===== src/rtl/mem_arb_pkg.sv =====
// Shared types and width defaults for the main-memory block-port arbiter.
package mem_arb_pkg;

   localparam int ADDR_W_DEF   = 32;
   localparam int BLOCK_W_DEF  = 256;
   localparam int OFFSET_W_DEF = 5;

   typedef enum logic [1:0] {
      ST_IDLE = 2'd0,
      ST_I_RD = 2'd1,
      ST_D_RD = 2'd2,
      ST_D_WR = 2'd3
   } arb_state_e;

   typedef enum logic {
      OWN_I = 1'b0,
      OWN_D = 1'b1
   } owner_e;

endpackage


===== src/rtl/mem_block_arbiter_rr_pick2.sv =====
// Combinational two-way pick between the I-side and D-side requesters.
module rr_pick2
   import mem_arb_pkg::*;
#(
   parameter int ROUND_ROBIN = 1
) (
   input  logic   eligible_i,
   input  logic   eligible_d,
   input  owner_e last_grant,
   output owner_e winner
);

   // On conflict, either alternate away from the last owner or favour D.
   always_comb begin
      winner = OWN_I;
      if (eligible_i && eligible_d) begin
         if (ROUND_ROBIN != 0) begin
            winner = (last_grant == OWN_I) ? OWN_D : OWN_I;
         end else begin
            winner = OWN_D;
         end
      end else if (eligible_d) begin
         winner = OWN_D;
      end else begin
         winner = OWN_I;
      end
   end

endmodule


===== src/rtl/mem_block_arbiter.sv =====
// Serialises I-cache refills and D-cache refills/write-backs onto one memory block port.
// Define MEM_ARB_PERF_CNT_EN to add i_xact_cnt, d_xact_cnt and conflict_cnt outputs.
module mem_block_arbiter
   import mem_arb_pkg::*;
#(
   parameter int ROUND_ROBIN = 1,
   parameter int ADDR_W      = ADDR_W_DEF,
   parameter int BLOCK_W     = BLOCK_W_DEF,
   parameter int OFFSET_W    = OFFSET_W_DEF
) (
   input  logic               CLK,
   input  logic               RESET,
   input  logic               i_req,
   input  logic [ADDR_W-1:0]  i_addr,
   output logic               i_gnt,
   output logic [BLOCK_W-1:0] i_rdata,
   output logic               i_done,
   input  logic               d_req,
   input  logic               d_we,
   input  logic [ADDR_W-1:0]  d_addr,
   input  logic [BLOCK_W-1:0] d_wdata,
   output logic               d_gnt,
   output logic [BLOCK_W-1:0] d_rdata,
   output logic               d_done,
   output logic [ADDR_W-1:0]  mem_addr,
   output logic               mem_blk_read,
   output logic               mem_blk_write,
   output logic [BLOCK_W-1:0] mem_wdata,
   input  logic [BLOCK_W-1:0] mem_rdata,
   input  logic               mem_read_valid,
`ifdef MEM_ARB_PERF_CNT_EN
   output logic [31:0]        i_xact_cnt,
   output logic [31:0]        d_xact_cnt,
   output logic [31:0]        conflict_cnt,
`endif
   input  logic               mem_write_valid
);

   arb_state_e         state_q;
   owner_e             last_grant_q;
   owner_e             winner;
   logic               i_gnt_q, d_gnt_q, i_done_q, d_done_q;
   logic               blk_read_q, blk_write_q;
   logic [ADDR_W-1:0]  mem_addr_q;
   logic [BLOCK_W-1:0] mem_wdata_q, i_rdata_q, d_rdata_q;
   logic               elig_i, elig_d;

   function automatic logic [ADDR_W-1:0] blk_align(input logic [ADDR_W-1:0] a);
      return {a[ADDR_W-1:OFFSET_W], {OFFSET_W{1'b0}}};
   endfunction

   // A side is not eligible in its own done cycle, so dropping req on done avoids a re-grant.
   assign elig_i = i_req && !i_done_q;
   assign elig_d = d_req && !d_done_q;

   rr_pick2 #(.ROUND_ROBIN(ROUND_ROBIN)) u_pick (
      .eligible_i (elig_i),
      .eligible_d (elig_d),
      .last_grant (last_grant_q),
      .winner     (winner)
   );

   // Arbitration FSM with all requester and memory-side outputs registered.
   always_ff @(posedge CLK or posedge RESET) begin
      if (RESET) begin
         state_q      <= ST_IDLE;
         last_grant_q <= OWN_I;
         i_gnt_q      <= 1'b0;
         d_gnt_q      <= 1'b0;
         i_done_q     <= 1'b0;
         d_done_q     <= 1'b0;
         blk_read_q   <= 1'b0;
         blk_write_q  <= 1'b0;
         mem_addr_q   <= '0;
         mem_wdata_q  <= '0;
         i_rdata_q    <= '0;
         d_rdata_q    <= '0;
      end else begin
         i_done_q <= 1'b0;
         d_done_q <= 1'b0;
         case (state_q)
            ST_IDLE: begin
               if (elig_i || elig_d) begin
                  if (winner == OWN_D) begin
                     mem_addr_q <= blk_align(d_addr);
                     d_gnt_q    <= 1'b1;
                     if (d_we) begin
                        mem_wdata_q <= d_wdata;
                        blk_write_q <= 1'b1;
                        state_q     <= ST_D_WR;
                     end else begin
                        blk_read_q <= 1'b1;
                        state_q    <= ST_D_RD;
                     end
                  end else begin
                     mem_addr_q <= blk_align(i_addr);
                     i_gnt_q    <= 1'b1;
                     blk_read_q <= 1'b1;
                     state_q    <= ST_I_RD;
                  end
               end
            end
            ST_I_RD: begin
               if (mem_read_valid) begin
                  i_rdata_q    <= mem_rdata;
                  i_done_q     <= 1'b1;
                  i_gnt_q      <= 1'b0;
                  blk_read_q   <= 1'b0;
                  last_grant_q <= OWN_I;
                  state_q      <= ST_IDLE;
               end
            end
            ST_D_RD: begin
               if (mem_read_valid) begin
                  d_rdata_q    <= mem_rdata;
                  d_done_q     <= 1'b1;
                  d_gnt_q      <= 1'b0;
                  blk_read_q   <= 1'b0;
                  last_grant_q <= OWN_D;
                  state_q      <= ST_IDLE;
               end
            end
            ST_D_WR: begin
               if (mem_write_valid) begin
                  d_done_q     <= 1'b1;
                  d_gnt_q      <= 1'b0;
                  blk_write_q  <= 1'b0;
                  last_grant_q <= OWN_D;
                  state_q      <= ST_IDLE;
               end
            end
            default: begin
               i_gnt_q     <= 1'b0;
               d_gnt_q     <= 1'b0;
               blk_read_q  <= 1'b0;
               blk_write_q <= 1'b0;
               state_q     <= ST_IDLE;
            end
         endcase
      end
   end

   assign i_gnt         = i_gnt_q;
   assign d_gnt         = d_gnt_q;
   assign i_done        = i_done_q;
   assign d_done        = d_done_q;
   assign i_rdata       = i_rdata_q;
   assign d_rdata       = d_rdata_q;
   assign mem_addr      = mem_addr_q;
   assign mem_wdata     = mem_wdata_q;
   assign mem_blk_read  = blk_read_q;
   assign mem_blk_write = blk_write_q;

`ifdef MEM_ARB_PERF_CNT_EN
   logic [31:0] i_cnt_q, d_cnt_q, cf_cnt_q;

   // Free-running wrap-around transaction and conflict counters.
   always_ff @(posedge CLK or posedge RESET) begin
      if (RESET) begin
         i_cnt_q  <= 32'd0;
         d_cnt_q  <= 32'd0;
         cf_cnt_q <= 32'd0;
      end else begin
         if (i_done_q) i_cnt_q <= i_cnt_q + 32'd1;
         if (d_done_q) d_cnt_q <= d_cnt_q + 32'd1;
         if ((state_q == ST_IDLE) && elig_i && elig_d) cf_cnt_q <= cf_cnt_q + 32'd1;
      end
   end

   assign i_xact_cnt   = i_cnt_q;
   assign d_xact_cnt   = d_cnt_q;
   assign conflict_cnt = cf_cnt_q;
`endif

endmodule

===== config.mk =====
export PLATFORM = sky130hd
export DESIGN_NAME = mem_block_arbiter
export DESIGN_NICKNAME = d
export VERILOG_FILES = /design/src/rtl/mem_arb_pkg.sv /design/src/rtl/mem_block_arbiter_rr_pick2.sv /design/src/rtl/mem_block_arbiter.sv
export SDC_FILE = /design/constraint.sdc
export NUM_CORES = 1
export LEC_CHECK = 0
export CAP_MARGIN = 20
export CELL_PAD_IN_SITES_DETAIL_PLACEMENT = 0
export CELL_PAD_IN_SITES_GLOBAL_PLACEMENT = 1
export CORE_AREA = 2 2 547 549
export DETAILED_ROUTE_END_ITERATION = 6
export DIE_AREA = 0 0 549 551
export DONT_BUFFER_PORTS = 1
export PLACE_DENSITY = 0.3
export REMOVE_ABC_BUFFERS = 1
export SYNTH_ARGS = -nofsm -noshare
export SYNTH_HDL_FRONTEND = slang
export SYNTH_HIERARCHICAL = 1
export SYNTH_SLANG_ARGS = --single-unit
export TNS_END_PERCENT = 100

===== constraint.sdc =====
create_clock -name CLK -period 23.1 [get_ports CLK]
set_input_delay 2.31 -clock CLK [delete_from_list [all_inputs] [get_ports CLK]]
set_output_delay 2.31 -clock CLK [all_outputs]
set_load 0.005 [all_outputs]

---- After elaboration in Yosys (flattened, before gate mapping) ----
Index checks and enable logic that the tools add are counted.
word-level totals
  output and inout port bits .............. 806
  word-level logic and storage cells ...... 80
  bits of input ports ..................... 583
  flip-flop bits (word level) ............. 809
operators by class
  reductions and logical operators ........ 23
  eq/ne operators ......................... 12
  muxes and demuxes ....................... 33
operators by type and width
  kind                number
  $mux 32             1
  $mux 1              21
  $reduce_and 4->1    4
  $ne 2x2->1 const B  6
  $reduce_and 5->1    2
  $mux 2              4
  $pmux 1 s2          4
  $pmux 1 s3          2
  $pmux 2 s3          1
  $reduce_and 2->1    3
  $reduce_bool 2->1   3
  $reduce_bool 3->1   2
  $eq 2x2->1 const B  2
  $ne 2x1->1 const B  2
  $logic_and 1x1->1   3
  $ne 3x3->1 const B  1
  $reduce_and 3->1    1
  $eq 2x1->1 const B  1
  $logic_not 1->1     2
  $logic_not 2->1     1
  $reduce_or 2->1     1
  $logic_or 1x1->1    1

---- Longest topological paths before layout ----
  depth after elaboration ................. 7
  depth in mapped cells ................... 8
  mapped depth without buffers ............ 7

---- Modules after synthesis ----
The synthesis kept the hierarchy.
modules (own cells, without submodules)
  module             seq. area each (um2)  cells each  area each (um2)  times used
  mem_block_arbiter  20,119.3              1,804       30,395.4         1
  rr_pick2           0.0                   1           11.3             1

---- Worst setup path after synthesis ----
Ideal clock, no wire load.
  kind .................................... input to register
  from .................................... input d_req
  to ...................................... register mem_addr_q[10] (netlist: mem_addr[10])
  library setup time ...................... 133 ps
  arrival ................................. 3,561 ps
  required time ........................... 22,967 ps
  setup slack ............................. 19,406 ps
  stages on the path ...................... 8
  buffers on the path ..................... 3
  cell sequence ........................... nand2b_1 > inv_1 > a21boi_2 > buf_2 > buf_2 > buf_2 > mux2i_1 > o21ai_0
on the way
  word-level cells in the longest chain between the ends .. 4
  elaborated cells on any way between the ends .. 7
  classes of those cells .................. 3 x mux; 4 x reduce/logical
RTL lines
  item                                                RTL line                                                            source
  from (decl)                                         mem_block_arbiter.sv:18                                             input logic d_req,
  $logic_and 1x1->1 *                                 mem_block_arbiter.sv:54                                             assign elig_d = d_req && !d_done_q;
  via elig_d                                          mem_block_arbiter.sv:46                                             logic elig_i, elig_d;
  $mux 1 / $logic_and 1x1->1 (equally long branches)  mem_block_arbiter_rr_pick2.sv:22, mem_block_arbiter_rr_pick2.sv:16
  $mux 1 *                                            mem_block_arbiter_rr_pick2.sv:16                                    if (eligible_i && eligible_d) begin
  via winner                                          mem_block_arbiter.sv:41                                             owner_e winner;
  $mux 32 *                                           mem_block_arbiter.sv:84                                             if (winner == OWN_D) begin
  to (signal assigned)                                mem_block_arbiter.sv:85                                             mem_addr_q <= blk_align(d_addr);
  to (signal assigned)                                mem_block_arbiter.sv:96                                             mem_addr_q <= blk_align(i_addr);
  to (decl)                                           mem_block_arbiter.sv:44                                             logic [ADDR_W-1:0] mem_addr_q;
The timed path passes the listed nets; every way through them passes the cells marked *.
A chain may end at the register's enable or synchronous reset.

==> results.json <==
{
  "status": "finished clean",
  "layout_setup_ws_ns": 16.92,
  "grt_start_max_net_pins": 128,
  "ys.flop_type": "dfrtp_1",
  "powerDensity_nw_per_um2": 151,
  "area_delta_synth_final_pct": 27.5,
  "power.switching_uw": 2110,
  "yosysWarnings": 6,
  "grt_use_total_pct": 10.7,
  "yosysMostFrequentCell": "dfrtp_1",
  "slowest_stage": "buf_4",
  "grt_pass1_wl_mm": 211,
  "yosysTopAreaCell": "dfrtp_1",
  "clockBufferDepth": 4,
  "netlist_top_cells_count": "dfrtp_1, mux2_2, mux2_1, buf_2, mux2_4",
  "crit_end": "mem_addr[24]",
  "path_cells": "inv_8 > buf_4 > buf_4 > buf_4 > buf_4 > buf_4 > buf_4",
  "place_hpwl_mm": 139,
  "cts_tree": "built",
  "worstPathRequired_ns": 23.88,
  "synth_edf_count": 0,
  "post_cts_buffers": 0,
  "peakVddDrop_mv": 0.0626,
  "drc": 0,
  "timing.rr.start": "state_q[1]",
  "fin_crit_sh_pct": 26.7,
  "worstMarginPinSlew_ns": 1.09,
  "postCtsHoldBufs": 0,
  "final_nets": 2438,
  "grt_pass1_vias": 17600,
  "ys_seq_area_share_pct": 66.2,
  "cts_max_level": 3,
  "fin_util_pct": 13.1,
  "synthDistinctLibCells": 31,
  "drt_wl_total_mm": 170,
  "ctsResizeCount": 0,
  "relSlewSlack_pct": 27.5,
  "rr_endpoint": "i_rdata[169]",
  "clock_sinks": 804,
  "setup_viol": 0,
  "synth_area_leaders": "dfrtp_1, mux2_2, mux2_1",
  "crit_path_start_kind": "input port",
  "p_clk_share_pct": 28.6,
  "grt_setup_unrepaired": "no",
  "cp-startpoint": "RESET",
  "postSynthRegisterBits": 804,
  "worstSkewPairLatency_ns": 0.81,
  "gr-total-overflow": 0,
  "cpPeakStageDelay_ns": 0.78,
  "crit_fanout": 68,
  "min_period_ns": 6.18,
  "hold_class": "register to register",
  "routabilityCongestion": 0.882,
  "fmax_mhz": 162,
  "cpMostUsedCell": "buf_4",
  "syn_inst": 1805,
  "start_util_pct": 10.3,
  "maxCapViolCount": 0,
  "power.leakage_uw": 0.0154,
  "post-place-ws_ns": 15.71,
  "drv_slew": 0,
  "cts_root_buf": "clkbuf_16",
  "ff2ff_path_depth": 8,
  "setup.worst_path.end_class": "async pin",
  "core_area_um2": 296000,
  "portBuffers": 0,
  "r2r_slack_ns": 18.49,
  "drive_above_1_share_pct": 40.1,
  "vias": 16800,
  "cts_made_buffers": 108,
  "wl_per_cell_um": 28.4,
  "critical_path_class": "input port to async pin",
  "synth_top_area_share_pct": 66.2,
  "drt_pass1_iterations": 4,
  "ys_async_sr_fraction_pct": 100,
  "clk_pin_slew_ns": 0.06,
  "crit_arrival_ns": 6.96,
  "combPwrFrac_pct": 17.9,
  "fp.dieArea_um2": 302000,
  "die_w_um": 549,
  "die_height_um": 551,
  "finalClockSkew_ns": 0.0413,
  "antenna_found_initial": 183,
  "seqPwrFrac_pct": 53.5,
  "synth.avg_cell_area_um2": 16.8,
  "io_pins": 1389,
  "row_count": 200,
  "postRouteAntennaNets": 0,
  "hold_viol_final": 0,
  "routed_via_density": 2.81,
  "switching_share_pct": 36.0,
  "p_int_uw": 3760,
  "drt_iter0_markers": 751,
  "syn-cell-area_um2": 30400
}
[worst min-delay path by stage]
stage	end	from	cells after the start	slack, ns
floorplan	mem_addr[10]	mem_addr[10]	2	0.47
global placement	mem_addr[15]	mem_addr[15]	2	0.50
detailed placement	mem_addr[14]	mem_addr[14]	2	0.50
CTS	mem_addr[14]	mem_addr[14]	2	0.52
global route	mem_addr[11]	mem_addr[11]	2	0.54
finish	mem_addr[21]	mem_addr[21]	2	0.51
[stage by stage]
step | instances | setup TNS [ns] | total power, uW | area, um2 | hold slack [ns]
detailed placement | 5678 | 0 | 4300 | 35000 | 0.503
global route | 5888 | 0 | 6210 | 38500 | 0.539
floorplan | 1711 | -1438.25 | 3540 | 29800 | 0.473
CTS | 5877 | 0 | 6050 | 38500 | 0.516
finish | 5976 | 0 | 5870 | 38800 | 0.511
global placement | 5678 | 0 | 4300 | 35000 | 0.498
[routing by layer]
metal | up-vias | global-route usage, % | part of all wire [%]
met5 | - | 0 | 0.54
met4 | 126 | 2.67 | 2.5
met3 | 397 | 9.18 | 20
met2 | 1166 | 17.1 | 45
met1 | 8460 | 10.4 | 32
li1 | 6629 | - | -
[flip-flops by register name (all words and copies together) (netlist names)]
register	count
i_gnt	1
mem_blk_write	1
mem_addr	27
d_done	1
i_rdata	256
mem_wdata	256
i_done	1
mem_blk_read	1
state_q	2
d_gnt	1
last_grant_q	1
d_rdata	256
[power by group through the flow]
| stage | sequential (uW) | clock [uW] | combinational (uW) |
|---|---|---|---|
| floorplan | 2550 | 0 | 988 |
| CTS | 3210 | 1760 | 1080 |
| global route | 3240 | 1800 | 1170 |
| global placement | 3250 | 0 | 1050 |
| finish | 3140 | 1680 | 1050 |
| detailed placement | 3220 | 0 | 1080 |
[cells in the final DEF (no fill, tap or decap), types with 26 or more instances in the layout]
cell and count:
mux2_4 40, diode_2 97, clkbuf_16 111, clkbuf_1 28, mux2_1 200, buf_4 27
clkbuf_8 26, o21ai_0 30, nand2_1 33, mux2i_1 28, mux2_2 528, dfrtp_1 804
[kinds of logic (layout without fill, tap and decap cells)]
kind of cell	count (synthesis)	after routing	synth area share, %
AO/OA/AOI/OAI	46	46	0.864
other	1	102	0.0123
adder cells (fa/ha/maj)	4	4	0.165
buffers and inverters	107	238	2.27
flip-flops	804	804	66.2
multiplexers	796	796	29.9
AND/OR/NAND/NOR	47	47	0.667
[final cells by class]
type	instances	area, um2
Fill cell	33200	258000
Sequential cell	804	20100
Multi-Input combinational cell	898	9650
Tap cell	3939	4930
Clock buffer	165	3240
Timing Repair Buffer	30	278
Clock inverter	34	256
Antenna cell	97	243
Inverter	9	48.8
[critical path, delay by kind of cell]
kind	cells	cell delay, ns
buffers and inverters	7	4.37
Power figures use the tool's default switching activity.
